--- config.mk ---
export PLATFORM = sky130hd
export DESIGN_NAME = mcpu_mem_responder
export DESIGN_NICKNAME = d
export VERILOG_FILES = /design/src/rtl/mcpu_mem_responder.sv
export SDC_FILE = /design/constraint.sdc
export NUM_CORES = 1
export LEC_CHECK = 0
export BUFFER_PORTS_ARGS = -buffer_cell sky130_fd_sc_hd__clkbuf_2
export CAP_MARGIN = 20
export CORE_MARGIN = 2
export CORE_UTILIZATION = 55
export DETAILED_ROUTE_END_ITERATION = 10
export GPL_ROUTABILITY_DRIVEN = 1
export GPL_TIMING_DRIVEN = 0
export PLACE_DENSITY = 0.8
export SYNTH_ARGS = -nofsm -noshare
export SYNTH_HDL_FRONTEND = slang
export SYNTH_SLANG_ARGS = --single-unit
--- constraint.sdc ---
create_clock -name clk -period 8.45 [get_ports clk]
set_input_delay 1.69 -clock clk [delete_from_list [all_inputs] [get_ports clk]]
set_output_delay 1.69 -clock clk [all_outputs]
set_load 0.01 [all_outputs]
--- src/rtl/mcpu_mem_responder.sv ---
// MCPU external-bus memory target: 2**AW x DW RAM with a byte-parallel
// program loader that holds the CPU in reset while the RAM is preloaded.
module mcpu_mem_responder #(
  parameter int AW = 6,
  parameter int DW = 8
) (
  input  logic          clk,
  input  logic          rst_n,
  input  logic [AW-1:0] adress,
  input  logic          oe,
  input  logic          we,
  input  logic [DW-1:0] wdata,
  output logic [DW-1:0] rdata,
  input  logic          ld_start,
  input  logic          ld_valid,
  input  logic [DW-1:0] ld_data,
  input  logic          ld_done,
  output logic          ld_ready,
  output logic          cpu_hold,
  output logic [AW-1:0] ld_ptr,
  output logic          busy_err
);

  localparam int DEPTH = 2 ** AW;
  localparam logic [AW-1:0] LAST = AW'(DEPTH - 1);

  typedef enum logic [1:0] {
    IDLE,
    LOAD,
    RUN
  } state_e;

  state_e        state_q, state_d;
  logic [AW-1:0] ptr_q, ptr_d;
  logic          hold_q;
  logic          err_q;
  logic [DW-1:0] mem_q [DEPTH];

  logic run;
  logic ld_acc;
  logic cpu_wr;

  assign run      = (state_q == RUN);
  assign ld_ready = (state_q == LOAD);
  assign ld_acc   = ld_ready & ld_valid;
  assign cpu_wr   = run & we;

  // Zero-latency read: the CPU samples datain at the edge ending oe.
  assign rdata    = (run & oe) ? mem_q[adress] : '0;

  assign cpu_hold = hold_q;
  assign ld_ptr   = ptr_q;
  assign busy_err = err_q;

  always_comb begin
    state_d = state_q;
    ptr_d   = ptr_q;
    if (ld_acc) begin
      ptr_d = ptr_q + 1'b1;
    end
    if (ld_start) begin
      state_d = LOAD;
      ptr_d   = '0;
    end else if (ld_ready && (ld_done || (ld_acc && ptr_q == LAST))) begin
      state_d = RUN;
    end
  end

  always_ff @(posedge clk) begin
    if (!rst_n) begin
      state_q <= IDLE;
      ptr_q   <= '0;
      hold_q  <= 1'b1;
      err_q   <= 1'b0;
      for (int i = 0; i < DEPTH; i++) begin
        mem_q[i] <= '0;
      end
    end else begin
      state_q <= state_d;
      ptr_q   <= ptr_d;
      // Hold rises as soon as a load begins, falls one edge after RUN starts.
      hold_q  <= (state_q != RUN) | (state_d != RUN);
      if (!run && (oe || we)) begin
        err_q <= 1'b1;
      end
      if (ld_acc) begin
        mem_q[ptr_q] <= ld_data;
      end else if (cpu_wr) begin
        mem_q[adress] <= wdata;
      end
    end
  end

endmodule

==> Yosys cells after proc, flatten, opt, wreduce, memory -nomap -nowiden <==
Memory sizes are Yosys's and may differ from the RTL's.
Index checks and enable logic that the tools add are counted.
{ "classes": {"mux": 17, "n_eq_ne": 5, "n_reduce_logical": 9, "n_bitwise": 5, "add_sub_neg": 1} }
{ "ops": {"columns": ["operator", "count"], "rows": [
  ["two-way mux 8 bit", 3],
  ["OR reduction 8 bit", 2],
  ["two-way mux 6 bit", 2],
  ["two-way mux 1 bit", 10],
  ["adder 6 x 1 -> 6 bit (second input constant)", 1],
  ["equality test 6 bit (second input constant)", 1],
  ["two-way mux 2 bit", 2],
  ["inequality test 2 bit (second input constant)", 2],
  ["AND 1 bit", 3],
  ["logical AND 1 bit", 3],
  ["equality test 2 x 1 -> 1 bit (second input constant)", 1],
  ["equality test 2 bit (second input constant)", 1],
  ["logical OR 1 bit", 2],
  ["OR reduction 2 bit", 1],
  ["logical NOT 1 bit", 1],
  ["inverter 1 bit", 1],
  ["bitwise OR 1 bit", 1]
]} }
{ "word_totals": {"ram_bits": 512, "out_inout_bits": 17, "register_bits": 10, "wordCells": 42, "memories": 1} }
{ "mem_list": {"columns": ["memory", "words", "word_bits", "read_ports", "rd_clocked_by_memory_dff", "wr", "line", "source"], "rows": [
  ["mem_q", 64, 8, 1, 0, 64, "37", "logic [DW-1:0] mem_q [DEPTH];"]
]} }

==> Depth between registers and ports, before layout <==
Gate-level depths: netlist (run 1).
{ "depth": {"word_depth": 9, "ltp_mapped": 9} }

==> Worst setup path before layout (run 1) <==
OpenSTA, ideal clock, no wires.
{ "synth_path": {"path_kind": "input -> output", "startpoint": "in adress[0]", "endpoint": "out rdata[4]", "t_required_ns": 6.760, "setup_slack_ns": 3.072, "n_path_buf": 4, "arrival_ns": 3.688, "stages": 8, "cell_sequence": "clkbuf_1 -> buf_2 -> buf_2 -> buf_2 -> mux4_2 -> mux2i_1 -> nand2_1 -> a31o_2"} }
{ "synth_via": {"elab_chain_len": 2} }
{ "synth_rtl": {"columns": ["element", "line", "source"], "rows": [
  ["from (decl)", "9", "input logic [AW-1:0] adress,"],
  ["memory read (64 x 8 bit)", null, null],
  ["two-way mux 8 bit", "49", "assign rdata = (run & oe) ? mem_q[adress] : '0;"],
  ["to (decl)", "13", "output logic [DW-1:0] rdata,"]
]} }
Every way passes these cells.

==> Worst setup path after layout (run 1) <==
{ "layout_path": {"startpoint": "in adress[1]", "endpoint": "out rdata[6]"} }
Same word-level chain as after synthesis.

==> out/metrics.csv, run 1 <==
stage,metric,value,unit
clock_tree,Root Buffer,clkbuf_16,
floorplanning,Initial Utilization,55.9,%
critical_path,Setup CP Type,primary input to output port,
pwr,Reg power frac,53.6,%
pwr,peak supply drop,0.169,mV
critical_path,worst r2r path cells,7,
floorplanning,Top Ports,46,
final_layout,Finished Cell Area,25600,sq um
logic_synthesis,post-synth cell types,44,
final_layout,Layout Nets,1735,
detailed_routing,Vias/cell,6.60,
detailed_routing,Antenna Nets Post-Route,0,
floorplanning,row count,74,
sta,"Slew Viols, Final",0,
logic_synthesis,Cells after Synth,1595,
logic_synthesis,Syn Nets,1625,
logic_synthesis,syn avg cell area,14.4,sq um
logic_synthesis,ys async rst share,0,%
clock_tree,setup bufs post-CTS,0,
clock_tree,cts-stage hold buffer count,0,
min_path,Min-Delay Path Class,flop to flop,
sta,setup violators final,0,
placement,Port Buffers,42,
pwr,PwrDens,215,nW/um^2
global_routing,largest net degree at the start of global routing,14,
pwr,Net Sw Frac,22.8,%
clock_tree,total CTS buffers,52,
logic_synthesis,top_reg_cell synth,edfxtp_1,
critical_path,Reg2Reg Setup Slack,4.46,ns
global_routing,total congestion overflow,0,
floorplanning,die area,43300,sq um
pwr,Leakage,9.08,nW
detailed_routing,residual DRC count,0,
pwr,combinational share of power,7.3,%
floorplanning,Die Wd,208,microns
logic_synthesis,#FFs+latches synth,522,
clock_tree,worst-case clock buffer depth,3,
final_layout,layout cells sized above 1,18.2,%
detailed_routing,first-pass iteration count of the detailed router,9,
pwr,Internal,4.25,mW
sta,final clock skew,0.0273,ns
final_layout,area grow syn2layout,11.5,%
global_routing,initial antenna violation count,0,
pwr,NetSw,1.25,mW
job,maxcap violations,0,
run_status,status,"finished, final reports clean",
logic_synthesis,sequential area share after synthesis,67.9,%
detailed_routing,WL/cell,29.6,microns
sta,max frequency,136,MHz
sta,Period minus WS final,7.35,ns
detailed_routing,Vias,15000,
clock_tree,clock-pin slew on the worst setup and hold paths,0.06,ns
detailed_routing,final wirelength,67300,microns
sta,"Hold Vio Cnt, Final",0,
placement,Area after DPL,24000,sq um
global_routing,Tot GR Track Use,31.3,%
detailed_routing,initial drt markers,2598,
logic_synthesis,Synth Cell Area,22900,sq um
clock_tree,clock latency on the worst-skew pair,0.60,ns
clock_tree,CTS resizes,0,
sta,RSZ-0062 raised after global routing,no,
critical_path,reg2reg start,state_q[0],
sta,worst setup margin,1.10,ns
placement,DP Worst Slack,1.40,ns
critical_path,crit end category,output port,
clock_tree,TritonCTS clock tree,yes,
critical_path,Worst Path Arrival,5.66,ns
clock_tree,CTS sink cnt,522,
global_routing,first-pass GRT wire length,96600,microns
critical_path,data required time of the worst path,6.76,ns
critical_path,startpoint types,primary input,
critical_path,Critical Path Start,adress[1],
global_routing,number of global-route vias before repair,14700,
placement,GPL Wtd Cong,1.03,
critical_path,crit-path max FO,10,
sta,TNS Setup,0,ns
logic_synthesis,yosys warns,0,
placement,post-detail-place hpwl,47400,microns
critical_path,R2R Path End,mem_q[20][1],
sta,Slew HR,19.9,%
pwr,clock share of power,39.1,%
final_layout,# diodes,0,
logic_synthesis,"EDFF count, synth",512,
floorplanning,Core ar.,41000,sq um
clock_tree,H-tree Lvls,2,
floorplanning,Die Height,208,microns
critical_path,Critical Path End,rdata[6],
sta,crit share post-route,87.0,%
sta,measured slew at the worst slew-check pin,1.20,ns
## synth_stat cells (8+ instances only)
| master | n | area [sq um] |
|---|---|---|
| nand2_2 | 12 | 75.1 |
| nor2_1 | 525 | 1970 |
| dfxtp_1 | 10 | 200 |
| edfxtp_1 | 512 | 15400 |
| nor4_1 | 8 | 50.1 |
| clkbuf_1 | 79 | 297 |
| mux2i_1 | 53 | 531 |
| nand2_1 | 117 | 439 |
| nand3_1 | 15 | 75.1 |
| o22ai_1 | 22 | 138 |
| buf_2 | 19 | 95.1 |
| mux4_2 | 130 | 2930 |
## logic make-up (layout without fill, tap and decap cells)
group | Yosys count | after routing | synth area share (%)
adders and majority gates | 1 | 1 | 0.0546
buffers and inverters | 105 | 253 | 1.84
muxes | 189 | 189 | 15.4
and+or+nand+nor | 721 | 721 | 13.0
AOI/OAI and AO/OA | 53 | 53 | 1.59
xor gates and xnor gates | 4 | 4 | 0.153
DFF | 522 | 522 | 67.9
## power by group through the flow
stage	logic, mW	clock network [mW]	registers, mW
2_1_floorplan	0.240	0	2.99
3_3_place_gp	0.377	0	2.99
3_5_place_dp	0.391	0	3.00
4_1_cts	0.393	2.15	2.95
5_1_grt	0.415	2.24	2.95
6_report	0.404	2.15	2.95
## worst min path at each step
| stage | cells past startpoint | slack [ns] | endpoint | from |
|---|---|---|---|---|
| 2_1_floorplan | 2 | 0.48 | state_q[1] | state_q[1] |
| 3_3_place_gp | 2 | 0.50 | state_q[1] | state_q[1] |
| 3_5_place_dp | 2 | 0.52 | state_q[1] | state_q[1] |
| 4_1_cts | 2 | 0.53 | state_q[1] | state_q[1] |
| 5_1_grt | 2 | 0.56 | state_q[1] | state_q[1] |
| 6_report | 1 | 0.55 | busy_err | busy_err |
## critical path, cell delays in order
cell      delay [ns]
clkbuf_1        0.63
buf_1           0.76
buf_1           0.75
buf_2           0.54
nor3b_1         0.11
a311oi_1        0.27
nand4_1         0.30
o21ai_0         0.36
clkbuf_2        0.24
## layout make-up
cell class | instances | area [sq um]
Sequential cell | 522 | 15600
Fill cell | 2972 | 15500
Multi-Input combinational cell | 968 | 6990
Clock buffer | 71 | 1410
Tap cell | 532 | 666
Buffer | 103 | 414
Timing Repair Buffer | 56 | 365
Clock inverter | 21 | 124
Inverter | 2 | 7.51
## through the flow
step           total power [mW]  utilization (%)  cells  hold slack [ns]
2_1_floorplan              3.23                -   1595            0.479
3_3_place_gp               3.37             58.0   2169            0.502
3_5_place_dp               3.39             58.5   2180            0.521
4_1_cts                    5.49             62.2   2272            0.530
5_1_grt                    5.61             62.3   2275            0.556
6_report                   5.50             62.3   2275            0.548
## cell usage in the layout, fill, tap and decap left out, types with 5 or more instances in the layout
cell type,n
clkinv_1,10
mux4_2,130
buf_6,6
edfxtp_1,512
nand2_2,12
nor2_1,525
nand2_1,117
clkbuf_16,53
buf_2,20
nand4_1,5
mux2i_2,7
clkinv_2,8
clkbuf_2,42
mux2_2,5
o22ai_1,22
dfxtp_1,10
nor3_2,5
nor2b_1,5
a211oi_1,7
nor4_2,5
clkbuf_1,95
mux2i_1,45
a31o_2,5
nand3_1,15
nor4_1,7
## sequential cells by signal, summed over array words and instances, names as in the netlist
signal	cells
ld_ptr	6
mem_q	512
busy_err	1
state_q	2
cpu_hold	1
## metal layers
layer	track usage, %	vias to the layer above	routed length (microns)
li1	-	6128	-
met1	40.5	7474	22700
met2	48.3	1214	31000
met3	9.28	202	9610
met4	16.6	0	3910
met5	0	-	0
Note: power is estimated with default switching activity, not from simulation.
==> inputs of run 2 (changes only) <==
- BUFFER_PORTS_ARGS: -buffer_cell sky130_fd_sc_hd__clkbuf_2 -> -buffer_cell sky130_fd_sc_hd__buf_2
- CELL_PAD_IN_SITES_DETAIL_PLACEMENT: default -> 0
- CELL_PAD_IN_SITES_GLOBAL_PLACEMENT: default -> 1
- PLACE_DENSITY: 0.8 -> 0.91
- SETUP_SLACK_MARGIN: default -> 0.15
==> run 2 against run 1 <==
  * Worst setup slack improved by 0.16 ns
  * Via count increased by 0.73%
  * Sequential power about the same
  * Global-route usage increased by 0.79 points
  * Clock skew decreased by 0.0043 ns
  * Register-to-register slack about the same
  * Design area increased by 0.27%
  * Flip-flop and latch count unchanged
  * Combinational power increased by 1%
  * Die area unchanged
  * Largest cell class unchanged
==> out/metrics.csv, run 2 (synthesis gave the netlist of run 1 again) <==
stage,metric,value,unit
sta,Slew HR,17.7,%
clock_tree,H-tree Lvls,2,
sta,RSZ-0062 raised after global routing,no,
sta,"Slew Viols, Final",0,
floorplanning,Initial Utilization,55.9,%
placement,Port Buffers,42,
detailed_routing,Vias,15100,
critical_path,crit-path max cell delay,0.83,ns
final_layout,"most common cell after layout, fill and taps aside",nor2_1,
critical_path,startpoint types,primary input,
final_layout,layout cells sized above 1,18.5,%
detailed_routing,final wirelength,68300,microns
final_layout,Largest register FFs,512,
global_routing,largest net degree at the start of global routing,15,
floorplanning,die area,43300,sq um
critical_path,Critical Path End,rdata[6],
critical_path,Worst Path Arrival,5.50,ns
critical_path,worst path cell trace,clkbuf_1 > buf_1 > buf_1 > buf_2 > mux2i_1 > nand2_1 > nand4_1 > o21ai_0 > buf_2,
placement,post-detail-place hpwl,48200,microns
global_routing,Tot GR Track Use,32.1,%
critical_path,R2R Path End,mem_q[44][5],
clock_tree,CTS resizes,0,
critical_path,Top delay family on crit path,buffers and inverters,
sta,TNS Setup,0,ns
sta,final clock skew,0.0230,ns
final_layout,most frequent cells in the layout,"nor2_1 (525), edfxtp_1 (512), mux4_2 (130)",
detailed_routing,first-pass iteration count of the detailed router,6,
clock_tree,clock-pin slew on the worst setup and hold paths,0.07,ns
clock_tree,total CTS buffers,51,
detailed_routing,WL/cell,30.0,microns
critical_path,Worst Path Buf+Inv,5,
sta,worst setup margin,1.26,ns
critical_path,worst r2r path cells,7,
pwr,PwrDens,218,nW/um^2
pwr,Leakage,9.13,nW
final_layout,largest reg by FF count,mem_q,
clock_tree,cts-stage hold buffer count,0,
floorplanning,Core ar.,41000,sq um
pwr,peak supply drop,0.136,mV
sta,Period minus WS final,7.19,ns
detailed_routing,initial drt markers,2291,
clock_tree,Root Buffer,clkbuf_16,
floorplanning,row count,74,
final_layout,area grow syn2layout,11.8,%
critical_path,Reg2Reg Setup Slack,4.45,ns
global_routing,total congestion overflow,0,
critical_path,crit end category,output port,
global_routing,number of global-route vias before repair,15000,
sta,crit share post-route,85.1,%
floorplanning,Top Ports,46,
critical_path,Crit path depth,9,
detailed_routing,residual DRC count,0,
sta,max frequency,139,MHz
run_status,status,"finished, final reports clean",
clock_tree,worst-case clock buffer depth,3,
final_layout,Layout Nets,1732,
sta,setup violators final,0,
placement,GPL Wtd Cong,1.00,
sta,"Hold Vio Cnt, Final",0,
critical_path,data required time of the worst path,6.76,ns
floorplanning,Die Wd,208,microns
critical_path,reg2reg start,state_q[0],
clock_tree,clock latency on the worst-skew pair,0.61,ns
clock_tree,setup bufs post-CTS,0,
detailed_routing,Antenna Nets Post-Route,0,
clock_tree,TritonCTS clock tree,yes,
min_path,Min-Delay Path Class,flop to flop,
floorplanning,Die Height,208,microns
job,maxcap violations,0,
critical_path,Setup CP Type,primary input to output port,
detailed_routing,Vias/cell,6.64,
clock_tree,CTS sink cnt,522,
critical_path,crit-path max FO,10,
global_routing,first-pass GRT wire length,98800,microns
critical_path,Critical Path Start,adress[1],
critical_path,slowest CP cell,buf_1,
global_routing,initial antenna violation count,4,
sta,measured slew at the worst slew-check pin,1.23,ns
placement,DP Worst Slack,1.44,ns
-- run 2: cell type report --
class / instances / area, sq um
buffer: 103 / 414
timing repair buffer: 54 / 349
tap: 532 / 666
sequential: 522 / 15600
inverter: 2 / 7.51
fill: 2984 / 15400
clock buffer: 64 / 1390
multi-input combinational: 968 / 7000
antenna: 3 / 7.51
clock inverter: 30 / 220
-- run 2: metrics by stage --
stage          power (mW)  utilization, %  hold WS [ns]  area [sq um]  std cells
2_1_floorplan        3.23               -         0.479         22900       1595
3_3_place_gp         3.38            58.0         0.525         23800       2169
3_5_place_dp         3.40            58.5         0.542         24000       2180
4_1_cts              5.57            62.4         0.553         25600       2274
5_1_grt              5.70            62.5         0.584         25600       2275
6_report             5.59            62.5         0.570         25600       2278
-- run 2: how the worst min path moves through the flow --
| stage | endpoint | slack [ns] | depth (start not counted) | startpoint |
|---|---|---|---|---|
| 2_1_floorplan | state_q[1] | 0.48 | 2 | state_q[1] |
| 3_3_place_gp | state_q[1] | 0.52 | 2 | state_q[1] |
| 3_5_place_dp | state_q[1] | 0.54 | 2 | state_q[1] |
| 4_1_cts | state_q[1] | 0.55 | 2 | state_q[1] |
| 5_1_grt | busy_err | 0.58 | 1 | busy_err |
| 6_report | busy_err | 0.57 | 1 | busy_err |
-- run 2: where the power goes --
| part | internal, mW | switching [mW] | leakage, nW |
|---|---|---|---|
| logic | 0.132 | 0.276 | 2.98 |
| registers | 2.92 | 0.0276 | 5.36 |
| clock network | 1.25 | 0.981 | 0.791 |
| total | 4.30 | 1.28 | 9.13 |
-- run 2: worst register-to-register path: stages, from the launching register on --
cell and delay [ns]:
dfxtp_1 0.44, and3b_1 0.19, clkbuf_1 0.29, o21ai_1 0.27
clkbuf_1 0.40, nor4_2 1.00, nand2_1 0.53, nand2_1 0.51
-- run 2: layer usage --
layer | GRT usage [%] | part of all wire (%) | vias to the layer above
li1 | - | - | 6130
met2 | 49.0 | 46 | 1275
met4 | 14.3 | 4.9 | 0
met1 | 42.9 | 35 | 7525
met5 | 0 | 0 | -
met3 | 9.84 | 15 | 197
==> inputs of run 3 (changes only) <==
- RECOVER_POWER: default -> 25
==> run 3 against run 2 <==
  * Count of clock-buffer cells in the layout unchanged
  * Die area unchanged
  * Power about the same
==> out/metrics.csv, run 3 (synthesis gave the netlist of run 1 again) <==
stage,metric,value,unit
floorplanning,Die Wd,208,microns
floorplanning,Core ar.,41000,sq um
sta,final clock skew,0.0222,ns
detailed_routing,Antenna Nets Post-Route,0,
floorplanning,Initial Utilization,55.9,%
final_layout,fill cell count,2998,
clock_tree,worst-case clock buffer depth,3,
critical_path,Worst Path Arrival,5.55,ns
global_routing,total congestion overflow,0,
pwr,peak supply drop,0.138,mV
detailed_routing,initial drt markers,2261,
final_layout,most frequent cells in the layout,"nor2_1 (525), edfxtp_1 (512), mux4_2 (130)",
global_routing,first-pass GRT wire length,98800,microns
clock_tree,clock latency on the worst-skew pair,0.61,ns
clock_tree,TritonCTS clock tree,yes,
detailed_routing,first-pass iteration count of the detailed router,6,
pwr,Leakage,9.06,nW
pwr,PwrDens,219,nW/um^2
clock_tree,total CTS buffers,51,
sta,Slew HR,3.29,%
final_layout,Layout Nets,1732,
global_routing,Tot GR Track Use,32.1,%
clock_tree,setup bufs post-CTS,0,
placement,post-detail-place hpwl,48200,microns
critical_path,crit end category,output port,
clock_tree,CTS sink cnt,522,
final_layout,layout cells sized above 1,16.6,%
detailed_routing,WL/cell,29.9,microns
detailed_routing,Vias/cell,6.63,
min_path,Min-Delay Path Class,flop to flop,
critical_path,startpoint types,primary input,
sta,"Hold Vio Cnt, Final",0,
run_status,status,"finished, final reports clean",
placement,DP Worst Slack,1.44,ns
final_layout,Largest register FFs,512,
clock_tree,CTS resizes,0,
job,maxcap violations,0,
floorplanning,Top Ports,46,
detailed_routing,final wirelength,68100,microns
sta,"Slew Viols, Final",0,
sta,worst setup margin,1.21,ns
final_layout,"most common cell after layout, fill and taps aside",nor2_1,
critical_path,data required time of the worst path,6.76,ns
floorplanning,row count,74,
sta,crit share post-route,85.7,%
sta,max frequency,138,MHz
floorplanning,Die Height,208,microns
sta,TNS Setup,0,ns
final_layout,largest reg by FF count,mem_q,
detailed_routing,residual DRC count,0,
critical_path,Setup CP Type,primary input to output port,
floorplanning,die area,43300,sq um
critical_path,Top delay family on crit path,buffers and inverters,
placement,GPL Wtd Cong,1.00,
clock_tree,clock-pin slew on the worst setup and hold paths,0.06,ns
critical_path,Worst Path Buf+Inv,5,
sta,setup violators final,0,
detailed_routing,Vias,15100,
clock_tree,H-tree Lvls,2,
final_layout,area grow syn2layout,11.3,%
sta,measured slew at the worst slew-check pin,1.44,ns
sta,RSZ-0062 raised after global routing,no,
critical_path,worst path cell trace,clkbuf_1 > buf_1 > buf_1 > buf_2 > mux2i_1 > nand2_1 > nand4_1 > o21ai_0 > buf_2,
critical_path,Reg2Reg Setup Slack,3.78,ns
placement,Port Buffers,42,
critical_path,crit-path max cell delay,0.83,ns
critical_path,slowest CP cell,buf_1,
global_routing,largest net degree at the start of global routing,15,
global_routing,initial antenna violation count,4,
clock_tree,cts-stage hold buffer count,0,
clock_tree,Root Buffer,clkbuf_16,
critical_path,crit-path max FO,10,
global_routing,number of global-route vias before repair,15000,
sta,Period minus WS final,7.24,ns
-- run 3: cell count changes in the layout (fill, tap and decap cells not counted), moves of 2 or more --
cell | before | now
nor4_4 | 4 | 1
nor4_1 | 8 | 12
buf_2 | 63 | 46
mux2_2 | 5 | 3
mux2_1 | 1 | 3
nand2_1 | 117 | 123
nand2_2 | 12 | 6
clkbuf_1 | 88 | 107
-- run 3: area by class of cell --
class / count / area (sq um) / area share (%)
plain buffers: 103 / 407 / 1.59
multi-input cells: 968 / 6930 / 27.1
well taps: 532 / 666 / 2.61
clock inverters: 30 / 220 / 0.863
diodes: 3 / 7.51 / 0.0294
inverters: 2 / 7.51 / 0.0294
flip-flops and latches: 522 / 15600 / 61.0
repair buffers: 54 / 324 / 1.27
clock buffers: 64 / 1390 / 5.44
-- run 3: stage by stage --
| step | power (mW) | area (sq um) | hold slack [ns] | utilization, % | instances |
|---|---|---|---|---|---|
| floorplan | 3.23 | 22900 | 0.479 | - | 1595 |
| global placement | 3.38 | 23800 | 0.525 | 58.0 | 2169 |
| detailed placement | 3.40 | 24000 | 0.542 | 58.5 | 2180 |
| CTS | 5.57 | 25600 | 0.553 | 62.4 | 2274 |
| global route | 5.69 | 25500 | 0.586 | 62.2 | 2275 |
| finish | 5.59 | 25500 | 0.570 | 62.2 | 2278 |
-- run 3: power breakdown --
group | internal [mW] | switching [mW] | total, mW
clock | 1.25 | 0.981 | 2.23
sequential | 2.92 | 0.0274 | 2.95
combinational | 0.132 | 0.275 | 0.406
-- run 3: tightest hold or removal path, stage by stage (launching register included) --
cell,delay (ns)
dfxtp_1,0.37
inv_1,0.09
a21oi_1,0.06
-- run 3: worst paths after layout --
path                   start           end  cells past startpoint
setup / recovery   adress[1]      rdata[6]                      9
hold / removal    state_q[1]    state_q[1]                      2
setup reg to reg  state_q[0]  mem_q[43][2]                      8
hold reg to reg   state_q[1]    state_q[1]                      2
-- run 3: routing by layer --
metal | global-route usage (%) | up-vias | part of all wire [%] | wire, microns
li1 | - | 6132 | - | -
met1 | 42.9 | 7579 | 34 | 23200
met2 | 49.0 | 1200 | 46 | 31400
met3 | 9.84 | 183 | 15 | 10300
met4 | 14.3 | 0 | 4.7 | 3210
met5 | 0 | - | 0 | 0
